$ cat src/rtl/rr_arbiter4_if.sv
// Request/grant bundle between the requesters and the round-robin arbiter.
// The owner's "finished" strobe is called owner_done because "release" is a
// reserved word in SystemVerilog.
interface rr_arbiter4_if;
  logic [3:0] req;         // bit i = requester i, level-sensitive
  logic       owner_done;  // current owner finished; only looked at while granted
  logic [1:0] grant_idx;   // registered owner index, feeds the 2-to-4 decoder
  logic       grant_valid; // grant_idx is meaningful only while high
  logic       timeout;     // one-cycle pulse: grant force-ended by the watchdog

  // Requester side.
  modport master (
    output req, owner_done,
    input  grant_idx, grant_valid, timeout
  );

  // Arbiter side.
  modport slave (
    input  req, owner_done,
    output grant_idx, grant_valid, timeout
  );
endinterface

$ cat src/rtl/rr_arbiter4.sv
// Four-requester round-robin arbiter with grant hold, release handshake and
// hold-time watchdog. Every output is a flop, so the downstream one-hot
// decoder sees no combinational path from req or owner_done.
module rr_arbiter4 #(
  parameter int MAX_HOLD = 15  // max grant length in cycles, 0 disables the watchdog (0..255)
) (
  input  logic          CLK,
  input  logic          Reset_L,
  rr_arbiter4_if.slave  bus
);

  localparam int CNT_W = (MAX_HOLD < 1) ? 1 : $clog2(MAX_HOLD + 1);
  // Counter value seen on the final permitted grant cycle.
  localparam logic [CNT_W-1:0] HOLD_LAST = (MAX_HOLD > 0) ? CNT_W'(MAX_HOLD - 1) : '0;
  localparam logic [CNT_W-1:0] CNT_MAX   = '1;

  typedef enum logic {
    IDLE  = 1'b0,
    GRANT = 1'b1
  } state_t;

  state_t           state;
  logic [1:0]       grant_idx;
  logic             grant_valid;
  logic             timeout;
  logic [1:0]       last;      // most recent owner; the scan starts just after it
  logic [CNT_W-1:0] hold_cnt;  // completed grant cycles, saturating

  logic [1:0] winner;
  logic       end_release;
  logic       end_withdraw;
  logic       end_watchdog;
  logic       grant_end;

  // Round-robin pick: first set request scanning last+1, last+2, last+3, last.
  always_comb begin
    // NOTE: the default assignment before the loop keeps this purely
    // combinational; without it an all-zero req would infer a latch.
    winner = last;
    // Walk from the farthest offset to the nearest so the nearest hit wins.
    for (int off = 4; off >= 1; off--) begin
      if (bus.req[2'(last + 2'(off))]) winner = last + 2'(off);
    end
  end

  // Grant-end causes, evaluated against the current owner.
  always_comb begin
    end_release  = bus.owner_done;
    end_withdraw = ~bus.req[grant_idx];
    end_watchdog = (MAX_HOLD != 0) && (hold_cnt == HOLD_LAST);
    grant_end    = end_release | end_withdraw | end_watchdog;
  end

  // Arbitration FSM with all outputs registered.
  always_ff @(posedge CLK or negedge Reset_L) begin
    // NOTE: every register here is a control flop (no memory array), so all
    // of them take the asynchronous reset; last=3 makes requester 0 first.
    if (!Reset_L) begin
      state       <= IDLE;
      grant_idx   <= 2'b00;
      grant_valid <= 1'b0;
      timeout     <= 1'b0;
      last        <= 2'b11;
      hold_cnt    <= '0;
    end else begin
      // NOTE: non-blocking assignments throughout, so every branch below
      // reads the pre-edge values (e.g. last <= grant_idx uses the old owner).
      timeout <= 1'b0;
      case (state)
        IDLE: begin
          if (|bus.req) begin
            grant_idx   <= winner;
            grant_valid <= 1'b1;
            hold_cnt    <= '0;
            state       <= GRANT;
          end
        end
        GRANT: begin
          if (grant_end) begin
            // grant_idx is left alone so the decoder input stays stable.
            last        <= grant_idx;
            grant_valid <= 1'b0;
            state       <= IDLE;
            timeout     <= end_watchdog & ~end_release & ~end_withdraw;
          end else if (hold_cnt != CNT_MAX) begin
            hold_cnt <= hold_cnt + 1'b1;
          end
        end
        default: state <= IDLE;
      endcase
    end
  end

  assign bus.grant_idx   = grant_idx;
  assign bus.grant_valid = grant_valid;
  assign bus.timeout     = timeout;

endmodule

$ cat src/flat_wrapper.sv
// flat-port wrapper written by rule: the top's interface ports become plain ports
module rr_arbiter4_flat 
#(
  parameter int MAX_HOLD = 15                                                                 
)
  (CLK, Reset_L, bus_req, bus_owner_done, bus_grant_idx, bus_grant_valid, bus_timeout);
  rr_arbiter4_if bus_i ();
  input  logic CLK;
  input  logic Reset_L;
  input wire logic [$bits(bus_i.req)-1:0] bus_req;
  input wire logic [$bits(bus_i.owner_done)-1:0] bus_owner_done;
  output wire logic [$bits(bus_i.grant_idx)-1:0] bus_grant_idx;
  output wire logic [$bits(bus_i.grant_valid)-1:0] bus_grant_valid;
  output wire logic [$bits(bus_i.timeout)-1:0] bus_timeout;
  assign bus_i.req = bus_req;
  assign bus_i.owner_done = bus_owner_done;
  assign bus_grant_idx = bus_i.grant_idx;
  assign bus_grant_valid = bus_i.grant_valid;
  assign bus_timeout = bus_i.timeout;
  rr_arbiter4 #(.MAX_HOLD(MAX_HOLD)) u_core (.CLK(CLK), .Reset_L(Reset_L), .bus(bus_i));
endmodule
$ cat config.mk
export PLATFORM = sky130hd
export DESIGN_NAME = rr_arbiter4_flat
export DESIGN_NICKNAME = d
export VERILOG_FILES = /design/src/rtl/rr_arbiter4_if.sv /design/src/rtl/rr_arbiter4.sv /design/src/flat_wrapper.sv
export SDC_FILE = /design/constraint.sdc
export NUM_CORES = 1
export LEC_CHECK = 0
export ABC_AREA = 0
export CAP_MARGIN = 20
export CORE_MARGIN = 1.5
export CORE_UTILIZATION = 44
export DETAILED_ROUTE_END_ITERATION = 6
export GPL_TIMING_DRIVEN = 0
export HOLD_SLACK_MARGIN = 0.1
export PLACE_DENSITY = 0.71
export SYNTH_ARGS = -nofsm -noshare
export SYNTH_HDL_FRONTEND = slang
export SYNTH_SLANG_ARGS = --single-unit
$ cat constraint.sdc
create_clock -name CLK -period 1.5 [get_ports CLK]
set_clock_uncertainty 0.2 [all_clocks]
set_input_delay 0.15 -clock CLK [delete_from_list [all_inputs] [get_ports CLK]]
set_output_delay 0.15 -clock CLK [all_outputs]
set_load 0.02 [all_outputs]
## After elaboration in Yosys (flattened, before gate mapping)

Cells that the tools add are included.

- $add $sub $neg: 4
- Magnitude comparators: 4
- Eq/ne operators: 6
- Multiplexer cells: 23
- Bitwise gates (word level): 7
- Reductions and logical operators: 5

Operators with widths:

| cell | count |
|---|---|
| 2-bit by 3-bit less-than comparator with 1-bit output (second input constant) | 4 |
| 4-bit 2-to-1 mux | 3 |
| 1-bit 2-to-1 mux | 10 |
| 1-bit binary-select mux with 2-bit select | 4 |
| 4-bit case mux with 2 select lines | 1 |
| 2-bit 2-to-1 mux | 3 |
| 2-bit inequality test (second input constant) | 3 |
| 2-bit AND reduction | 3 |
| 2-bit adder (second input constant) | 2 |
| 4-bit by 1-bit adder with 4-bit output (second input constant) | 1 |
| 4-bit equality test (second input constant) | 1 |
| 4-bit inequality test (second input constant) | 1 |
| 1-bit case mux with 2 select lines | 2 |
| 4-bit OR reduction | 1 |
| 1-bit NOT | 3 |
| 3-bit AND reduction | 1 |
| 2-bit by 1-bit adder with 2-bit output (second input constant) | 1 |
| 1-bit bitwise AND | 2 |
| 2-bit by 1-bit inequality test with 1-bit output (second input constant) | 1 |
| 1-bit bitwise OR | 2 |

- Register bits after elaboration: 11
- Output and inout port bits: 4

## Depth between registers and ports, before layout

Gate-level depths: netlist of the first run.

- Depth after elaboration: 7
- Gate-level depth with buffers: 6
- Mapped depth without buffers: 6

## Worst setup path before layout of the first run

Ideal clock, no wire load.

- Path kind: register to register
- Start point: register u_core.grant_idx[1] (netlist: u_core.bus.grant_idx[1])
- End point: register u_core.hold_cnt[2]
- Library setup time: 0.079 ns
- Arrival time: 1.426 ns
- Required time: 1.221 ns
- Slack: -0.206 ns
- Stages on the path, launching flop included: 5
- Buffers on the path: 0
- Cell sequence: dfrtp_1 mux2_2 a32o_1 nand3_1 mux2i_1

- Longest elaborated chain between the ends: 7

Ends and longest elaborated chain:

| element | line | source |
|---|---|---|
| start: declaration | rr_arbiter4.sv:23 | `logic [1:0] grant_idx;` |
| start signal: assignment | rr_arbiter4.sv:72 | `grant_idx <= winner;` |
| 1-bit binary-select mux with 2-bit select | rr_arbiter4.sv:49 | `end_withdraw = ~bus.req[grant_idx];` |
| 1-bit 2-to-1 mux (implied by the code) | rr_arbiter4.sv:49 |  |
| 1-bit NOT | rr_arbiter4.sv:49 |  |
| 1-bit bitwise OR (2 in a row) | rr_arbiter4.sv:51 | `grant_end = end_release \| end_withdraw \| end_watchdog;` |
| 2-bit inequality test (no source line) | - |  |
| 3-bit AND reduction (no source line) | - |  |
| end signal: assignment | rr_arbiter4.sv:86 | `hold_cnt <= hold_cnt + 1'b1;` |
| end: declaration | rr_arbiter4.sv:27 | `logic [CNT_W-1:0] hold_cnt;` |

Every way passes these cells. The select of a mux whose other input is x is not followed.
A chain may end at the register's enable or synchronous reset.

## Final worst setup path of the first run

- Start point: register u_core.hold_cnt[0]
- End point: register u_core.hold_cnt[3]

- Longest elaborated chain between the ends: 4
- Elaborated cells between the ends (all ways): 10
- Classes of those cells: 1 x add/sub; 4 x eq/ne; 3 x mux; 1 x bitwise; 1 x reduce/logical

Ends and longest elaborated chain:

| element | line |
|---|---|
| 4-bit by 1-bit adder with 4-bit output or 4-bit equality test (tied branches) | rr_arbiter4.sv:86, rr_arbiter4.sv:50 |
| 4-bit 2-to-1 mux or 1-bit bitwise OR (tied branches) | rr_arbiter4.sv:85, rr_arbiter4.sv:51 |
| 4-bit 2-to-1 mux or 2-bit inequality test (tied branches) | - |
| 4-bit case mux with 2 select lines or 3-bit AND reduction (tied branches) | - |

Several ways; a longest one is shown, not always the timed one. The select of a mux whose other input is x is not followed.

==> results of run 1 <==
[cell type report]
class                      count  area (um^2)
inverter                       2         7.51
tap                           15         18.8
timing repair buffer          21          184
buffer                         1         5.00
multi-input combinational     44          395
sequential                    11          280
clock inverter                 1         5.00
fill                          90          383
clock buffer                   3         22.5
[where the power goes]
part	total (mW)	switching, mW	leakage (nW)	internal [mW]
logic	0.851	0.379	0.285	0.472
registers	0.580	0.152	0.135	0.428
clock network	0.202	0.103	0.0177	0.0987
total	1.63	0.634	0.437	0.998
[layer usage]
metal  vias up  global-route usage [%]
li1        273                       -
met1       281                    25.7
met2        10                    33.7
met3         0                    10.6
met4         0                    1.67
met5         -                       0
[kinds of logic after synthesis]
family	synth area share (%)
compound gates	21.3
mux	12.7
simple gates	15.3
flops	44.7
buf+inv	2.01
fa+ha+maj	4.02
[how the worst min path moves through the flow]
stage	from	end	slack [ns]
6_report	bus_req[3]	u_core.bus.grant_idx[0]	0.16
5_1_grt	bus_req[3]	u_core.bus.grant_idx[0]	0.17
4_1_cts	bus_req[2]	u_core.bus.grant_idx[0]	0.21
3_5_place_dp	u_core.bus.grant_valid	u_core.bus.grant_valid	0.29
3_3_place_gp	u_core.bus.grant_valid	u_core.bus.grant_valid	0.28
2_1_floorplan	Reset_L	u_core.bus.grant_idx[0]	-0.35
[placed cells by master, fill, tap and decap left out, types with 2 or more instances in the layout]
cell and instances:
a31oi_1 2, buf_4 9, clkbuf_4 3, clkdlybuf4s50_1 3
dfrtp_1 7, dfrtp_2 2, dfstp_2 2, dlygate4sd2_1 4
dlymetal6s2s_1 2, inv_1 2, mux2_4 4, mux2i_1 3
nand2_1 3, nor2_1 2
[stage by stage]
| stage | cells | hold WS (ns) |
|---|---|---|
| after floorplan | 58 | -0.346 |
| after global placement | 83 | 0.283 |
| after detailed placement | 83 | 0.285 |
| after CTS | 94 | 0.205 |
| after global routing | 98 | 0.173 |
| final | 98 | 0.165 |
[state kept, by name, indices dropped and copies added, names as in the netlist]
name and flops:
u_core.bus.grant_valid 1, u_core.bus.timeout 1, u_core.hold_cnt 4, u_core.last 2, u_core.bus.grant_idx 2, u_core.state 1
[what timing repair did]
action,CTS,global route
hold buffers,1,0
gates resized for setup,13,12
endpoints found under the setup margin,14,11
endpoints found under the hold margin,9,0
setup buffers,6,4
pin swaps,5,5
[critical path: stages (launching register included)]
cell and delay (ns):
dfrtp_1 0.41, inv_1 0.07, ha_2 0.19, o2111ai_2 0.23, nand4_1 0.16, o211ai_1 0.21
o31ai_1 0.10
==> results.json, run 1 <==
{
  "wl_mm": 1.51,
  "antenna_cells": 0,
  "layout_worst_path_cycle_share_pct": 113,
  "crit_end": "u_core.hold_cnt[3]",
  "finalHoldViolations": 0,
  "maxSlewViolCount": 0,
  "crit_start": "u_core.hold_cnt[0]",
  "rsz0062_at_grt": "true",
  "drt_iter0_markers": 25,
  "required_ns": 1.44,
  "cts_buffer_depth": 2,
  "status": "finished, violations left",
  "cts-htree-levels": 1,
  "critical_path.endpoint_type": "register",
  "powerDensity_nw_per_um2": 1780,
  "finalWorstSetupSlack_ns": -0.202,
  "whs_path_depth": 3,
  "drive_gt1_share_pct": 45.8,
  "critPathKind": "reg -> reg",
  "yosysMostFrequentCell": "dfrtp_1",
  "cts_buffers": 3,
  "setup_viol": 9,
  "drtPass1Iterations": 4,
  "ys_types": 37,
  "die_area_um2": 1650,
  "final_area_um2": 918,
  "die_y_um": 40.6,
  "synth-main-ff-cell": "dfrtp_1",
  "path_clk_slew_ns": 0.08,
  "syn_area_per_cell_um2": 10.7,
  "ff2ff_path_depth": 6,
  "clk_latency_ns": 0.27,
  "slew_headroom_pct": 67.7,
  "synth_area_leaders": "dfrtp_1, dfstp_2, mux2i_1",
  "violations": "setup timing",
  "worstMarginPinSlew_ns": 0.484,
  "synth_fp_nets": 67,
  "met1Wirelength_um": 688,
  "yosys.area.top_type_share_pct": 36.2,
  "ys_seq_area_share_pct": 44.7,
  "grt_pass1_vias": 503,
  "total_power_mw": 1.63,
  "grt_use_total_pct": 20.9,
  "grt_pass1_wl_mm": 2.21,
  "synthCells": 58,
  "io_pins": 11,
  "num_rows": 13,
  "port_buffers": 10,
  "antenna_found_initial": 0,
  "initial_core_util_pct": 47.8,
  "nets": 93,
  "drc": 0,
  "die_x_um": 40.6,
  "core_um2": 1300,
  "maxCapViolations": 0,
  "cts_tree": "done",
  "dr_wl_met2_um": 754,
  "cts_sinks": 11,
  "syn2layout_area_growth_pct": 47.7,
  "tns_ns": -1.04,
  "leakage_nw": 0.437,
  "gp_congestion": 0.792,
  "placed_area_um2": 746,
  "ant_nets": 0,
  "synth_top_area_cell": "dfrtp_1",
  "yosys_warnings": 0,
  "fin_crit_ns": 1.70,
  "synth-edff-count": 0,
  "worst_setup_path_start_kind": "register",
  "dp_hpwl_um": 946,
  "via_per_inst": 5.76,
  "hold_class": "in -> reg",
  "syn_area_um2": 622,
  "r2r_slack_ns": -0.20,
  "cts.root.buffer_cell": "clkbuf_4",
  "r2r_end": "u_core.hold_cnt[3]",
  "grt_max_degree": 12,
  "pre_cts_ws_ns": -0.353,
  "num_vias": 564,
  "rr_startpoint": "u_core.hold_cnt[0]",
  "critPathMaxFanout": 4,
  "synthTopCellsByCount": "dfrtp_1, nand2_1, mux2i_1, nor2_1",
  "fmaxAchievable_mhz": 588,
  "highest_layer": "met3",
  "synth-async-reset-ratio_pct": 100,
  "grt_overflow": 0,
  "fin_util_pct": 70.6,
  "peakVddDrop_mv": 1.10,
  "worstPathArrival_ns": 1.64,
  "ys_ff_latch": 11,
  "met3_length_um": 66,
  "post_drt_wl_per_cell_um": 15.4
}
No activity file was read; power rests on OpenSTA's default activity.
==> run 2, diff against run 1 <==
- CORE_MARGIN: 1.5 -> unset
==> results.json, run 2 (synthesis results as in run 1) <==
{
  "cts_buffers": 3,
  "whs_path_depth": 3,
  "antenna_found_initial": 0,
  "total_power_mw": 1.53,
  "fmaxAchievable_mhz": 581,
  "dp_cells": 83,
  "grt_use_total_pct": 20.0,
  "pwr-share-comb_pct": 49.6,
  "grt_overflow": 0,
  "path_cells": "inv_1 -> ha_2 -> o2111ai_2 -> nand4_1 -> o211ai_1 -> o31ai_1",
  "critPathKind": "reg -> reg",
  "multi_input_area_um2": 393,
  "num_vias": 551,
  "critPathMaxFanout": 4,
  "power.internal_mw": 0.942,
  "drt_iter0_markers": 4,
  "drive_gt1_share_pct": 38.0,
  "required_ns": 1.44,
  "grt_pass1_vias": 468,
  "via_per_inst": 5.86,
  "n_fill_cell": 111,
  "hold_slack_ns": 0.160,
  "gp_congestion": 0.768,
  "dp_hpwl_um": 889,
  "hold_class": "in -> reg",
  "setup_viol": 8,
  "die_area_um2": 1570,
  "fin_crit_ns": 1.72,
  "leakage_nw": 0.411,
  "cpLargestDelayFamily": "compound AO/OA/AOI/OAI gates",
  "layout_worst_path_cycle_share_pct": 115,
  "pre_cts_ws_ns": -0.340,
  "cts_tree": "done",
  "port_buffers": 10,
  "path_clk_slew_ns": 0.07,
  "cts_buffer_depth": 2,
  "wl_mm": 1.43,
  "powerDensity_nw_per_um2": 1730,
  "finalWorstSetupSlack_ns": -0.222,
  "clkPwrFrac_pct": 12.8,
  "antenna_cells": 0,
  "post_drt_wl_per_cell_um": 15.2,
  "drc": 0,
  "maxSlewViolCount": 0,
  "max_stage_delay_ns": 0.40,
  "clk_latency_ns": 0.27,
  "finalHoldViolations": 0,
  "syn2layout_area_growth_pct": 42.7,
  "violations": "setup timing",
  "critical_path.endpoint_type": "register",
  "final_cells": 94,
  "seqPwrFrac_pct": 37.6,
  "worstPathArrival_ns": 1.66,
  "fin_util_pct": 68.2,
  "p_sw_mw": 0.591,
  "drtPass1Iterations": 4,
  "worst_setup_path_start_kind": "register",
  "placed_area_um2": 746,
  "rsz0062_at_grt": "true",
  "cts-htree-levels": 1,
  "grt_max_degree": 12,
  "peakVddDrop_mv": 1.06,
  "crit_cells": 6,
  "ant_nets": 0,
  "cts_sinks": 11,
  "nets": 89,
  "slew_headroom_pct": 67.7,
  "initial_core_util_pct": 47.8,
  "cts.root.buffer_cell": "clkbuf_4",
  "worstMarginPinSlew_ns": 0.483,
  "largest_register_ffs": 4,
  "ff2ff_path_depth": 6,
  "regMostFlops": "u_core.hold_cnt",
  "maxCapViolations": 0,
  "top_regs": "u_core.hold_cnt: 4 flops, u_core.bus.grant_idx: 2 flops, u_core.last: 2 flops",
  "status": "finished, violations left",
  "die_y_um": 39.6,
  "die_x_um": 39.6,
  "core_um2": 1300,
  "sw_frac_of_total_pct": 38.6,
  "final_area_um2": 887,
  "num_rows": 13,
  "io_pins": 11,
  "tns_ns": -0.935,
  "worst-path-buf-inv": 1,
  "grt_pass1_wl_mm": 2.04,
  "final_cell_mix": "buf_4, dfrtp_1, dlygate4sd2_1",
  "register_area_um2": 280,
  "crit_slowest_cell": "dfrtp_1"
}
-- run 2: cell types whose count changed in the layout (fill, tap and decap cells not counted), sizes merged --
| cell | change |
|---|---|
| clkdlybuf4s50 | -1 |
| clkinv | -1 |
| dlygate4sd2 | +1 |
| clkdlybuf4s15 | +1 |
| buf | -4 |
-- run 2: repair_timing --
item	4_1_cts	5_1_grt
hold buffers	1	0
buffers inserted	4	2
resized for setup	12	11
gates cloned	0	0
endpoints found under the hold margin	9	0
pin swaps	3	6
endpoints found under the setup margin	14	10
-- run 2: final timing paths --
| kind | from | end | slack (ns) |
|---|---|---|---|
| worst min register to register | u_core.bus.grant_valid | u_core.bus.grant_valid | 0.32 |
| max in group asynchronous | Reset_L | u_core.bus.grant_idx[1] | 0.19 |
| min in group asynchronous | Reset_L | u_core.bus.grant_idx[0] | 0.55 |
| worst min-delay path | bus_req[3] | u_core.bus.grant_idx[0] | 0.16 |
| worst max-delay path | u_core.hold_cnt[0] | u_core.hold_cnt[3] | -0.22 |
| worst max register to register | u_core.hold_cnt[0] | u_core.hold_cnt[3] | -0.22 |
-- run 2: area by class of cell --
class                      count  share of cell area (%)
inverter                       2                   0.846
timing repair buffer          17                    17.3
clock buffer                   4                    2.96
sequential                    11                    31.6
buffer                         1                   0.846
tap                           15                    2.12
multi-input combinational     44                    44.3
-- run 2: metal layers --
layer	global-route usage, %	vias to the layer above	share of wire [%]
met3	8.52	2	4.2
met4	5.17	0	0.42
met1	26.1	266	45
met5	0	-	0
met2	29.9	12	50
li1	-	271	-
-- run 2: worst reg2reg max path, stage by stage, from the launching register on --
cell	delay (ns)
dfrtp_1	0.40
inv_1	0.06
ha_2	0.19
o2111ai_2	0.22
nand4_1	0.17
o211ai_1	0.24
o31ai_1	0.11
-- run 2: power by group through the flow --
stage	clock, mW	sequential, mW	combinational (mW)
floorplan	0	0.586	0.370
global placement	0	0.565	0.580
detailed placement	0	0.570	0.588
CTS	0.207	0.558	0.662
global route	0.224	0.588	0.832
finish	0.197	0.576	0.760
==> run 3, diff against run 2 <==
- CELL_PAD_IN_SITES_DETAIL_PLACEMENT: unset -> 0
- CELL_PAD_IN_SITES_GLOBAL_PLACEMENT: unset -> 1
- CORE_UTILIZATION: 44 -> 34
- PLACE_DENSITY: 0.71 -> unset
- PLACE_DENSITY_LB_ADDON: unset -> 0.1
- SKIP_CTS_REPAIR_TIMING: unset -> 1
==> results.json, run 3 (synthesis results as in run 1) <==
{
  "rsz0062_at_grt": "true",
  "die_x_um": 44.8,
  "setup_viol": 8,
  "maxCapViolations": 0,
  "r2r_slack_ns": -0.18,
  "required_ns": 1.49,
  "grt_pass1_wl_mm": 2.03,
  "grt_pass1_vias": 464,
  "ant_nets": 0,
  "grt_overflow": 0,
  "min_from": "bus_req[0]",
  "cts_sinks": 11,
  "antenna_cells": 0,
  "largest_register_ffs": 4,
  "cts_buffer_depth": 2,
  "violations": "setup timing",
  "layout_worst_path_cycle_share_pct": 112,
  "hold_class": "in -> reg",
  "fin_crit_ns": 1.68,
  "post_drt_wl_per_cell_um": 13.4,
  "port_buffers": 10,
  "initial_core_util_pct": 36.0,
  "maxSlewViolCount": 0,
  "r2r_end": "u_core.last[1]",
  "clk_latency_ns": 0.27,
  "critPathKind": "reg -> reg",
  "drc": 0,
  "regMostFlops": "u_core.hold_cnt",
  "finalWorstSetupSlack_ns": -0.178,
  "top_regs": "u_core.hold_cnt: 4 flops, u_core.bus.grant_idx: 2 flops, u_core.last: 2 flops",
  "fmaxAchievable_mhz": 596,
  "status": "finished, violations left",
  "worst_setup_path_start_kind": "register",
  "worstPathArrival_ns": 1.67,
  "critPathMaxFanout": 5,
  "nets": 85,
  "whs_path_depth": 3,
  "cts_buffers": 3,
  "num_vias": 522,
  "peakVddDrop_mv": 1.01,
  "worstMarginPinSlew_ns": 0.508,
  "io_pins": 11,
  "num_rows": 15,
  "syn2layout_area_growth_pct": 42.3,
  "cts_tree": "done",
  "hold_end": "u_core.bus.grant_idx[0]",
  "final_cell_mix": "dlymetal6s2s_1, dfrtp_1, mux2_4",
  "core_um2": 1730,
  "die_area_um2": 2000,
  "grt_max_degree": 12,
  "finalHoldViolations": 0,
  "cts-htree-levels": 1,
  "critical_path.endpoint_type": "register",
  "dp_hpwl_um": 911,
  "path_clk_slew_ns": 0.07,
  "leakage_nw": 0.437,
  "via_per_inst": 5.22,
  "drt_iter0_markers": 5,
  "total_power_mw": 1.48,
  "n_fill_cell": 171,
  "rr_startpoint": "u_core.bus.grant_idx[1]",
  "grt_use_total_pct": 14.6,
  "pre_cts_ws_ns": -0.402,
  "drtPass1Iterations": 4,
  "ff2ff_path_depth": 4,
  "powerDensity_nw_per_um2": 1670,
  "drive_gt1_share_pct": 36.0,
  "die_y_um": 44.8,
  "cts.root.buffer_cell": "clkbuf_4",
  "wl_mm": 1.34,
  "slew_headroom_pct": 66.1,
  "gp_congestion": 0.787,
  "antenna_found_initial": 0
}
[run 3: metal layers]
metal | GRT usage [%] | share of wire (%) | up-vias
li1 | - | - | 258
met1 | 18.1 | 50 | 254
met2 | 23.2 | 45 | 10
met3 | 7.60 | 4.7 | 0
met4 | 1.82 | 0 | 0
met5 | 0 | 0 | -
[run 3: worst max-delay path, stage by stage, from the launching register on]
cell and delay, ns:
dfrtp_2 0.44, mux2_4 0.33, a22oi_2 0.22, o21ai_4 0.11, mux2_4 0.30
[run 3: area by class of cell]
cell class	instances	area, um^2	area share (%)
Clock buffer	4	26.3	2.97
Buffer	1	5.00	0.566
Tap cell	25	31.3	3.54
Inverter	2	7.51	0.849
Timing Repair Buffer	13	143	16.1
Multi-Input combinational cell	44	392	44.3
Sequential cell	11	280	31.7
[run 3: how the worst max path moves through the flow]
| stage | cells past startpoint | slack, ns | to | start |
|---|---|---|---|---|
| 6_report | 4 | -0.18 | u_core.last[1] | u_core.bus.grant_idx[1] |
| 5_1_grt | 6 | -0.25 | u_core.hold_cnt[3] | u_core.hold_cnt[0] |
| 4_1_cts | 6 | -0.27 | u_core.hold_cnt[3] | u_core.hold_cnt[0] |
| 2_1_floorplan | 4 | -0.12 | u_core.last[0] | u_core.bus.grant_idx[1] |
| 3_3_place_gp | 6 | -0.38 | u_core.bus.grant_idx[1] | bus_req[0] |
| 3_5_place_dp | 6 | -0.40 | u_core.bus.grant_idx[1] | bus_req[0] |
[run 3: through the flow]
stage | instances | hold WS [ns] | area [um^2] | utilization, % | TNS [ns]
global placement | 93 | 0.283 | 758 | 43.9 | -3.00
detailed placement | 93 | 0.282 | 758 | 43.9 | -3.03
global route | 100 | 0.106 | 885 | 51.2 | -1.31
CTS | 97 | 0.0260 | 785 | 45.4 | -1.83
finish | 100 | 0.0996 | 885 | 51.2 | -0.853
floorplan | 58 | -0.346 | 627 | - | -0.640
[run 3: where the power goes]
group | leakage [nW] | switching [mW] | internal, mW
Sequential | 0.135 | 0.151 | 0.428
Clock | 0.0150 | 0.0953 | 0.103
Combinational | 0.287 | 0.323 | 0.378
Total | 0.437 | 0.569 | 0.909
